`src/rtl/mips_cpu_pkg.sv`:
```
// mips_cpu_pkg: shared next-PC select encoding and PC-unit state types
package mips_cpu_pkg;
    typedef enum logic [1:0] {
        INCREMENT = 2'b00,
        BRANCH    = 2'b01,
        JUMP      = 2'b10,
        JR        = 2'b11
    } pc_sel_t;
    typedef enum logic [1:0] {
        RUN    = 2'b00,
        DELAY  = 2'b01,
        HALTED = 2'b10
    } pc_state_t;
endpackage

```
`src/rtl/mips_cpu_pc_unit_if.sv`:
```
// mips_cpu_pc_unit_if: decoder/ALU controls in, fetch-side PC status out
interface mips_cpu_pc_unit_if #(parameter int ADDR_W = 32);
    import mips_cpu_pkg::*;
    logic              stall;
    pc_sel_t           pc_sel;
    logic              is_true;
    logic [ADDR_W-1:0] extended_imm;
    logic [25:0]       j_addr;
    logic [ADDR_W-1:0] reg_data_a;
    logic [ADDR_W-1:0] pc;
    logic [ADDR_W-1:0] link_pc;
    logic              delay_slot;
    logic              active;
    logic              addr_err;
    modport master(
        output stall, pc_sel, is_true, extended_imm, j_addr, reg_data_a,
        input  pc, link_pc, delay_slot, active, addr_err
    );
    modport slave(
        input  stall, pc_sel, is_true, extended_imm, j_addr, reg_data_a,
        output pc, link_pc, delay_slot, active, addr_err
    );
endinterface

```
`src/rtl/mips_cpu_pc_target.sv`:
```
// mips_cpu_pc_target: combinational redirect target and JR alignment check
module mips_cpu_pc_target
    import mips_cpu_pkg::*;
#(
    parameter int ADDR_W = 32
) (
    input  logic [ADDR_W-1:0] pc,
    input  pc_sel_t           pc_sel,
    input  logic [ADDR_W-1:0] extended_imm,
    input  logic [25:0]       j_addr,
    input  logic [ADDR_W-1:0] reg_data_a,
    output logic [ADDR_W-1:0] target,
    output logic              misaligned
);
    logic [ADDR_W-1:0] pc4;
    always_comb begin
        pc4 = pc + ADDR_W'(4);
        target = pc_sel == BRANCH ? pc4 + (extended_imm << 2) :
                 pc_sel == JUMP   ? (pc4 & ~ADDR_W'(28'hFFF_FFFF)) | ADDR_W'({j_addr, 2'b00}) :
                 pc_sel == JR     ? reg_data_a : pc4;
        misaligned = pc_sel == JR && reg_data_a[1:0] != 2'b00;
    end
endmodule

```
`src/rtl/mips_cpu_pc_unit.sv`:
```
// mips_cpu_pc_unit: registered PC with one branch-delay slot, stall, halt and JR alignment error
module mips_cpu_pc_unit
    import mips_cpu_pkg::*;
#(
    parameter int          ADDR_W       = 32,
    parameter logic [31:0] RESET_VECTOR = 32'hBFC0_0000,
    parameter logic [31:0] HALT_ADDR    = 32'h0
) (
    input logic                clk,
    input logic                reset,
    mips_cpu_pc_unit_if.slave  bus
);
    pc_state_t         state, state_n;
    logic [ADDR_W-1:0] pc, pc_n, pend, pend_n, target;
    logic              addr_err, err_n, misaligned, taken;
    mips_cpu_pc_target #(.ADDR_W(ADDR_W)) u_target (
        .pc           (pc),
        .pc_sel       (bus.pc_sel),
        .extended_imm (bus.extended_imm),
        .j_addr       (bus.j_addr),
        .reg_data_a   (bus.reg_data_a),
        .target       (target),
        .misaligned   (misaligned)
    );
    assign taken = (bus.pc_sel == BRANCH && bus.is_true) || bus.pc_sel == JUMP || bus.pc_sel == JR;
    // a flagged error can only belong to the redirect now pending, since any error ends in HALTED
    always_comb begin
        state_n = state;
        pc_n    = pc;
        pend_n  = pend;
        err_n   = addr_err;
        if (!bus.stall) begin
            case (state)
                RUN: begin
                    pc_n    = pc + ADDR_W'(4);
                    state_n = taken ? DELAY : RUN;
                    pend_n  = taken ? target : pend;
                    err_n   = addr_err | (taken & misaligned);
                end
                DELAY: begin
                    pc_n    = pend;
                    state_n = (pend == ADDR_W'(HALT_ADDR) || addr_err) ? HALTED : RUN;
                end
                default: ;
            endcase
        end
    end
    always_ff @(posedge clk) begin
        if (reset) begin
            state    <= RUN;
            pc       <= ADDR_W'(RESET_VECTOR);
            pend     <= '0;
            addr_err <= 1'b0;
        end else begin
            state    <= state_n;
            pc       <= pc_n;
            pend     <= pend_n;
            addr_err <= err_n;
        end
    end
    assign bus.pc         = pc;
    assign bus.link_pc    = pc + ADDR_W'(8);
    assign bus.delay_slot = state == DELAY;
    assign bus.active     = state != HALTED;
    assign bus.addr_err   = addr_err;
endmodule

```
`src/flat_wrapper.sv`:
```
// flat-port wrapper written by rule: the top's interface ports become plain ports
module mips_cpu_pc_unit_flat import mips_cpu_pkg::*;
#(
    parameter int          ADDR_W       = 32,
    parameter logic [31:0] RESET_VECTOR = 32'hBFC0_0000,
    parameter logic [31:0] HALT_ADDR    = 32'h0
)
  (clk, reset, bus_stall, bus_pc_sel, bus_is_true, bus_extended_imm, bus_j_addr, bus_reg_data_a, bus_pc, bus_link_pc, bus_delay_slot, bus_active, bus_addr_err);
  mips_cpu_pc_unit_if #(.ADDR_W(ADDR_W)) bus_i ();
  input logic clk;
  input logic reset;
  input wire logic [$bits(bus_i.stall)-1:0] bus_stall;
  input wire logic [$bits(bus_i.pc_sel)-1:0] bus_pc_sel;
  input wire logic [$bits(bus_i.is_true)-1:0] bus_is_true;
  input wire logic [$bits(bus_i.extended_imm)-1:0] bus_extended_imm;
  input wire logic [$bits(bus_i.j_addr)-1:0] bus_j_addr;
  input wire logic [$bits(bus_i.reg_data_a)-1:0] bus_reg_data_a;
  output wire logic [$bits(bus_i.pc)-1:0] bus_pc;
  output wire logic [$bits(bus_i.link_pc)-1:0] bus_link_pc;
  output wire logic [$bits(bus_i.delay_slot)-1:0] bus_delay_slot;
  output wire logic [$bits(bus_i.active)-1:0] bus_active;
  output wire logic [$bits(bus_i.addr_err)-1:0] bus_addr_err;
  assign bus_i.stall = bus_stall;
  assign bus_i.pc_sel = bus_pc_sel;
  assign bus_i.is_true = bus_is_true;
  assign bus_i.extended_imm = bus_extended_imm;
  assign bus_i.j_addr = bus_j_addr;
  assign bus_i.reg_data_a = bus_reg_data_a;
  assign bus_pc = bus_i.pc;
  assign bus_link_pc = bus_i.link_pc;
  assign bus_delay_slot = bus_i.delay_slot;
  assign bus_active = bus_i.active;
  assign bus_addr_err = bus_i.addr_err;
  mips_cpu_pc_unit #(.ADDR_W(ADDR_W), .RESET_VECTOR(RESET_VECTOR), .HALT_ADDR(HALT_ADDR)) u_core (.clk(clk), .reset(reset), .bus(bus_i));
endmodule
```
`config.mk`:
```
export PLATFORM = sky130hd
export DESIGN_NAME = mips_cpu_pc_unit_flat
export DESIGN_NICKNAME = d
export VERILOG_FILES = /design/src/rtl/mips_cpu_pkg.sv /design/src/rtl/mips_cpu_pc_unit_if.sv /design/src/rtl/mips_cpu_pc_target.sv /design/src/rtl/mips_cpu_pc_unit.sv /design/src/flat_wrapper.sv
export SDC_FILE = /design/constraint.sdc
export NUM_CORES = 1
export LEC_CHECK = 0
export BUFFER_PORTS_ARGS = -buffer_cell sky130_fd_sc_hd__buf_2
export CORE_UTILIZATION = 53
export CTS_BUF_LIST = sky130_fd_sc_hd__clkbuf_4
export DETAILED_ROUTE_END_ITERATION = 8
export GPL_TIMING_DRIVEN = 0
export PLACE_DENSITY = 0.87
export SLEW_MARGIN = 25
export SYNTH_ARGS = -nofsm -noshare
export SYNTH_HDL_FRONTEND = slang
export SYNTH_SLANG_ARGS = --single-unit
export TNS_END_PERCENT = 100
```
`constraint.sdc`:
```
create_clock -name clk -period 5.2 [get_ports clk]
set_input_delay 0.78 -clock clk [delete_from_list [all_inputs] [get_ports clk]]
set_output_delay 0.78 -clock clk [all_outputs]
set_load 0.05 [all_outputs]
```
==> results.sh, run 1 <==
export IMPL_status="finished with violations"
export IMPL_violations="design-rule violations"
export IMPL_final_hold_viol_count=0
export IMPL_fmaxAchievable_mhz=213.4
export IMPL_synth_area_per_cell_um2=7.611
export IMPL_clock_path_buffers=2
export IMPL_stdcell_count=1149
export IMPL_path_class="reg2reg"
export IMPL_hold_path_cell_count=2
export IMPL_cap_violations=0
export IMPL_hp_start="u_core.pend[1]$_SDFFE_PP0P_"
export IMPL_clk_pin_slew_worst_paths_ps=120
export IMPL_drtAntennaViolNets=0
export IMPL_worstPathRequired_ps=5530
export IMPL_layout_setup_ws_ps=513.5
export IMPL_fin_crit_ps=4686
export IMPL_cp_slowest_cell="dfxtp_1"
export IMPL_cts_sinks=67
export IMPL_die_y_um=111.2
export IMPL_timing_hold_ws_ps=494.7
export IMPL_multi_input_area_um2=4558
export IMPL_insertion_delay_ps=460
export IMPL_grt_max_degree=14
export IMPL_rows=39
export IMPL_worst_path_stages=15
export IMPL_max_slew_margin_rel=0.4193
export IMPL_min_to="u_core.bus.pc[1]$_SDFFE_PP0P_"
export IMPL_vias=7186
export IMPL_rr_endpoint="u_core.pend[27]$_SDFFE_PP0P_"
export IMPL_overflow=0
export IMPL_worstMarginPinSlew_ps=867.9
export IMPL_setup_violations=0
export IMPL_ys_warn_count=0
export IMPL_regArea_um2=1341
export IMPL_yosysUniqueCellTypes=75
export IMPL_finalInstanceArea_um2=7486
export IMPL_synth_seq_cells=67
export IMPL_core_um2=11520
export IMPL_fin_skew_ps=21.44
export IMPL_start_util=0.5486
export IMPL_cts_tree="built"
export IMPL_dieArea_um2=12360
export IMPL_path_delay_family="simple AND/OR/NAND/NOR gates"
export IMPL_drcViolationCount=18
export IMPL_peakVddDrop_uv=107.5
export IMPL_finalPower_mw=1.753
export IMPL_grt_setup_unrepaired="false"
export IMPL_grt_pass1_vias=6476
export IMPL_r2r_start="u_core.bus.pc[2]$_SDFFE_PP0P_"
export IMPL_cts_repair_resized=0
export IMPL_postCtsHoldBufs=0
export IMPL_cpPeakStageDelay_ps=640
export IMPL_synthCells=830
export IMPL_port_buffers=159
export IMPL_drv_slew=0
export IMPL_synth_area_um2=6317
export IMPL_io_pins=163
export IMPL_p_leak_nw=3.290
export IMPL_p_per_area_nw_per_um2=234.1
export IMPL_area_delta_synth_final_pct=18.50
export IMPL_async_reset_ff_frac=0
export IMPL_final_setup_tns_ps=0
export IMPL_synth_nets=964
export IMPL_reg2reg_depth=15
export IMPL_hpwl_um=17370
export IMPL_num_fill_cells=1025
export IMPL_crit_chain="ha_1 > nand3_1 > nor4_4 > nand3_2 > nor2_1 > xor2_1 > ha_1 > buf_2 > a21oi_1 > o21ai_0 > or2_2 > a221oi_2 > xnor2_1 > a221oi_1 > nor2_1"
export IMPL_r2r_slack_ps=510
export IMPL_synth_ff_type="dfxtp_1"
export IMPL_place_congestion=0.9650
export IMPL_cts_buffers_inserted=9
export IMPL_worstPathBufferInverterCount=1
export IMPL_finalCritPeriodShare=0.9012
export IMPL_final_nets=1134
export IMPL_crit_fanout=10
export IMPL_drt_total_wl_um=21810
export IMPL_dr_first_iter_drc_count=882
export IMPL_fin_util=0.6500
export IMPL_cts_setup_buffers=0
export IMPL_worstSetupEndpointType="register"
export IMPL_h_tree_depth=3
export IMPL_dp_cells=1132
export IMPL_critPathArrivalTime_ps=5020
export IMPL_dpl_cell_area_um2=7292
export IMPL_synth_edf_count=0
export IMPL_viasPerCell=6.254
export IMPL_drive_gt1_frac=0.2577
export IMPL_ys_seq_area_frac=0.2123
export IMPL_root_buffer="clkbuf_4"
export IMPL_grt_util_all_layers=0.3421
export IMPL_grt_pass1_wl_um=33360
export IMPL_antenna_found_initial=1
export IMPL_routedWlPerCell_um=18.98
export IMPL_place_ws_ps=693.4
export IMPL_drtPass1Iterations=9
export IMPL_hold_class="reg2reg"
export IMPL_die_w_um=111.2
export IMPL_startpoint_type="register"
## kinds of logic after synthesis
group / after synthesis / share of synthesized area
and+or+nand+nor: 302 / 0.2389
AOI/OAI and AO/OA: 231 / 0.2404
buffers and inverters: 90 / 0.06615
xor gates and xnor gates: 78 / 0.1081
DFF: 67 / 0.2123
adders and majority gates: 38 / 0.07645
muxes: 24 / 0.05764
## worst max path at each step
stage / slack (ps) / startpoint / end
final: 510 / u_core.bus.pc[2]$_SDFFE_PP0P_ / u_core.pend[27]$_SDFFE_PP0P_
after global routing: 400 / u_core.bus.pc[2]$_SDFFE_PP0P_ / u_core.pend[27]$_SDFFE_PP0P_
after CTS: 620 / u_core.bus.pc[2]$_SDFFE_PP0P_ / u_core.pend[31]$_SDFFE_PP0P_
after detailed placement: 690 / u_core.bus.pc[2]$_SDFFE_PP0P_ / u_core.pend[31]$_SDFFE_PP0P_
after global placement: 650 / u_core.bus.pc[2]$_SDFFE_PP0P_ / u_core.pend[31]$_SDFFE_PP0P_
after floorplan: 1070 / u_core.bus.pc[2]$_SDFFE_PP0P_ / u_core.pend[31]$_SDFFE_PP0P_
## synthesized netlist by cell type (all sizes together), types with 14 or more instances
library cell / instances / area [µm²]
a21oi: 74 / 374.1
a221oi: 14 / 128.9
buf: 36 / 211.5
clkbuf: 32 / 123.9
dfxtp: 67 / 1341
ha: 37 / 462.9
inv: 21 / 78.83
nand2: 93 / 359.1
nand3: 32 / 180.2
nand4: 21 / 143.9
nor2: 86 / 337.8
nor3: 23 / 125.1
o21ai: 44 / 224.0
xnor2: 50 / 437.9
xor2: 28 / 245.2
## routing by layer
layer | global-route usage | up-vias | routed length, µm
met3 | 0.04429 | 70 | 2606
li1 | - | 3349 | -
met5 | 0 | - | 19
met4 | 0.1477 | 2 | 824
met1 | 0.4598 | 3222 | 8753
met2 | 0.5492 | 543 | 9605
## where the power goes
group	internal, mW	total (mW)	leakage, nW	switching, mW
registers	0.552	0.590	0.550	0.0378
logic	0.245	0.700	2.64	0.454
clock network	0.246	0.463	0.0967	0.217
## tightest hold or removal path: cells and delay by family, from the launching register on
family	cells	cell delay, ps
and+or+nand+nor	1	60
DFF	1	350
AOI/OAI and AO/OA	1	50
## sequential cells by signal, summed over array words and instances, names as in the netlist
| signal | cells |
|---|---|
| u_core.bus.pc | 32 |
| u_core.pend | 32 |
| u_core.state | 2 |
| u_core.bus.addr_err | 1 |
## placed cells by master, fill, tap and decap left out, types with 11 or more instances in the layout
cell type / netlist / layout
clkbuf_1: 31 / 31
dfxtp_1: 67 / 67
ha_1: 37 / 37
inv_1: 21 / 21
nor3_1: 21 / 21
nand2_1: 89 / 89
a21oi_1: 73 / 73
xor2_1: 28 / 28
a221oi_1: 13 / 13
nor2_1: 84 / 84
o21ai_0: 40 / 40
o22ai_1: 13 / 13
buf_2: 16 / 175
xnor2_1: 50 / 50
buf_4: 11 / 11
a21o_1: 13 / 13
nand3_1: 28 / 28
nand4_1: 19 / 19
## cell type report
cell class                      count  area share
Antenna cell                        1   0.0003343
Buffer                             68     0.04479
Clock buffer                        9    0.009026
Clock inverter                      7     0.01655
Inverter                           22     0.01103
Multi-Input combinational cell    673      0.6089
Sequential cell                    67      0.1792
Tap cell                          143     0.02390
Timing Repair Buffer              159      0.1063
Note: power is estimated with default switching activity, not from simulation.
==> run 2, diff against run 1 <==
--- a/config.mk
+++ b/config.mk
@@ -10,7 +10,7 @@
 export CTS_BUF_LIST = sky130_fd_sc_hd__clkbuf_4
 export DETAILED_ROUTE_END_ITERATION = 8
 export GPL_TIMING_DRIVEN = 0
-export PLACE_DENSITY = 0.87
+export PLACE_DENSITY = 0.85
 export SLEW_MARGIN = 25
 export SYNTH_ARGS = -nofsm -noshare
 export SYNTH_HDL_FRONTEND = slang
==> results.sh, run 2 (synthesis results as in run 1) <==
export IMPL_drt_total_wl_um=21480
export IMPL_die_w_um=111.2
export IMPL_final_hold_viol_count=0
export IMPL_crit_chain="ha_1 > nand3_1 > nor4_4 > nand3_2 > nor2_1 > xor2_1 > ha_1 > buf_2 > a21oi_1 > o21ai_0 > or2_2 > a221oi_2 > xnor2_1 > a221oi_1 > nor2_1"
export IMPL_grt_util_all_layers=0.3401
export IMPL_cp_slowest_cell="dfxtp_1"
export IMPL_grt_pass1_wl_um=33410
export IMPL_insertion_delay_ps=430
export IMPL_critPathArrivalTime_ps=5060
export IMPL_regArea_um2=1341
export IMPL_finalCritPeriodShare=0.9137
export IMPL_startpoint_type="register"
export IMPL_violations="design-rule violations"
export IMPL_layout_setup_ws_ps=448.8
export IMPL_cts_setup_buffers=0
export IMPL_intPower_mw=1.002
export IMPL_clk_pin_slew_worst_paths_ps=110
export IMPL_cts_repair_resized=0
export IMPL_drv_slew=0
export IMPL_layout_commonest_cell="buf_2"
export IMPL_num_fill_cells=1074
export IMPL_p_leak_nw=3.280
export IMPL_largestRegisters="u_core.bus.pc: 32 flops, u_core.pend: 32 flops, u_core.state: 2 flops"
export IMPL_path_delay_family="simple AND/OR/NAND/NOR gates"
export IMPL_p_seq_frac=0.350
export IMPL_fin_crit_ps=4751
export IMPL_dr_first_iter_drc_count=894
export IMPL_clock_path_buffers=2
export IMPL_fmaxAchievable_mhz=210.5
export IMPL_hold_class="reg2reg"
export IMPL_dp_cells=1132
export IMPL_routedWlPerCell_um=18.69
export IMPL_setup_violations=0
export IMPL_vias=7157
export IMPL_drcViolationCount=14
export IMPL_status="finished with violations"
export IMPL_cap_violations=0
export IMPL_fin_skew_ps=16.53
export IMPL_cts_buffers_inserted=9
export IMPL_final_setup_tns_ps=0
export IMPL_worstPathBufferInverterCount=1
export IMPL_place_congestion=1.021
export IMPL_grt_setup_unrepaired="false"
export IMPL_stdcell_count=1149
export IMPL_rows=39
export IMPL_finalPower_mw=1.687
export IMPL_crit_fanout=10
export IMPL_final_cell_mix="buf_2 (175), nand2_1 (89), nor2_1 (84), a21oi_1 (73), dfxtp_1 (67)"
export IMPL_p_sw_mw=0.6853
export IMPL_cts_tree="built"
export IMPL_postCtsHoldBufs=0
export IMPL_peakVddDrop_uv=108.8
export IMPL_cpPeakStageDelay_ps=660
export IMPL_p_clk_frac=0.238
export IMPL_drtPass1Iterations=8
export IMPL_grt_max_degree=12
export IMPL_worstSetupEndpointType="register"
export IMPL_overflow=0
export IMPL_area_delta_synth_final_pct=18.00
export IMPL_port_buffers=159
export IMPL_antenna_found_initial=1
export IMPL_start_util=0.5486
export IMPL_multi_input_area_um2=4558
export IMPL_core_um2=11520
export IMPL_h_tree_depth=3
export IMPL_worstPathRequired_ps=5510
export IMPL_drive_gt1_frac=0.2577
export IMPL_grt_pass1_vias=6433
export IMPL_place_ws_ps=645.9
export IMPL_die_y_um=111.2
export IMPL_path_class="reg2reg"
export IMPL_worstMarginPinSlew_ps=850.3
export IMPL_cts_sinks=67
export IMPL_max_slew_margin_rel=0.4287
export IMPL_viasPerCell=6.229
export IMPL_drtAntennaViolNets=0
export IMPL_p_comb_frac=0.412
export IMPL_io_pins=163
export IMPL_sw_frac_of_total=0.4062
export IMPL_root_buffer="clkbuf_4"
export IMPL_hpwl_um=17290
export IMPL_final_nets=1134
export IMPL_dieArea_um2=12360
export IMPL_p_per_area_nw_per_um2=226.3
==> run 2: changes by cell type in the layout (fill, tap and decap cells not counted) <==
cell,previous run,this run
clkinv_4,2,0
inv_6,1,0
bufinv_16,3,2
clkinv_2,0,2
clkbuf_4,10,12
==> run 2: layout make-up <==
cell class	count	share of cell area
timing repair buffer	159	0.1067
tap	143	0.02400
inverter	22	0.01108
buffer	68	0.04498
clock buffer	11	0.01108
antenna	1	0.0003357
multi-input combinational	673	0.6114
clock inverter	5	0.01041
sequential	67	0.1799
==> run 2: path summary, 6_finish.rpt <==
check	startpoint	to	slack, ps	cells after the start
worst max-delay path	u_core.bus.pc[2]$_SDFFE_PP0P_	u_core.pend[27]$_SDFFE_PP0P_	450	15
worst min-delay path	u_core.bus.addr_err$_SDFFE_PP0P_	u_core.bus.addr_err$_SDFFE_PP0P_	490	2
worst max register to register	u_core.bus.pc[2]$_SDFFE_PP0P_	u_core.pend[27]$_SDFFE_PP0P_	450	15
worst min register to register	u_core.bus.addr_err$_SDFFE_PP0P_	u_core.bus.addr_err$_SDFFE_PP0P_	490	2
==> run 2: metrics by stage <==
step | utilization | hold slack, ps | instance area (µm²)
after floorplan | - | 445.3 | 6317
after global routing | 0.6473 | 507.4 | 7455
after detailed placement | 0.6332 | 471.6 | 7292
after CTS | 0.6471 | 487.6 | 7452
after global placement | 0.6332 | 454.9 | 7292
final | 0.6473 | 492.3 | 7455
==> run 2: power groups by stage <==
stage	combinational, mW	sequential, mW	clock, mW
3_5_place_dp	0.678	0.599	0
6_report	0.695	0.590	0.402
2_1_floorplan	0.449	0.641	0
5_1_grt	0.743	0.593	0.420
3_3_place_gp	0.669	0.598	0
4_1_cts	0.681	0.587	0.395
==> run 2: worst reg2reg max path, cell delays in order, from the launching register on <==
cell and delay [ps]:
dfxtp_1 660, ha_1 330, nand3_1 240, nor4_4 490, nand3_2 220, nor2_1 160
xor2_1 480, ha_1 340, buf_2 170, a21oi_1 180, o21ai_0 210, or2_2 370
a221oi_2 320, xnor2_1 90, a221oi_1 320, nor2_1 80
==> run 2: layer usage <==
layer,track usage,vias up,share of wire
met2,0.5425,485,0.44
met1,0.4774,3258,0.42
met5,0,-,0
li1,-,3354,-
met4,0.1045,0,0.028
met3,0.04155,60,0.11
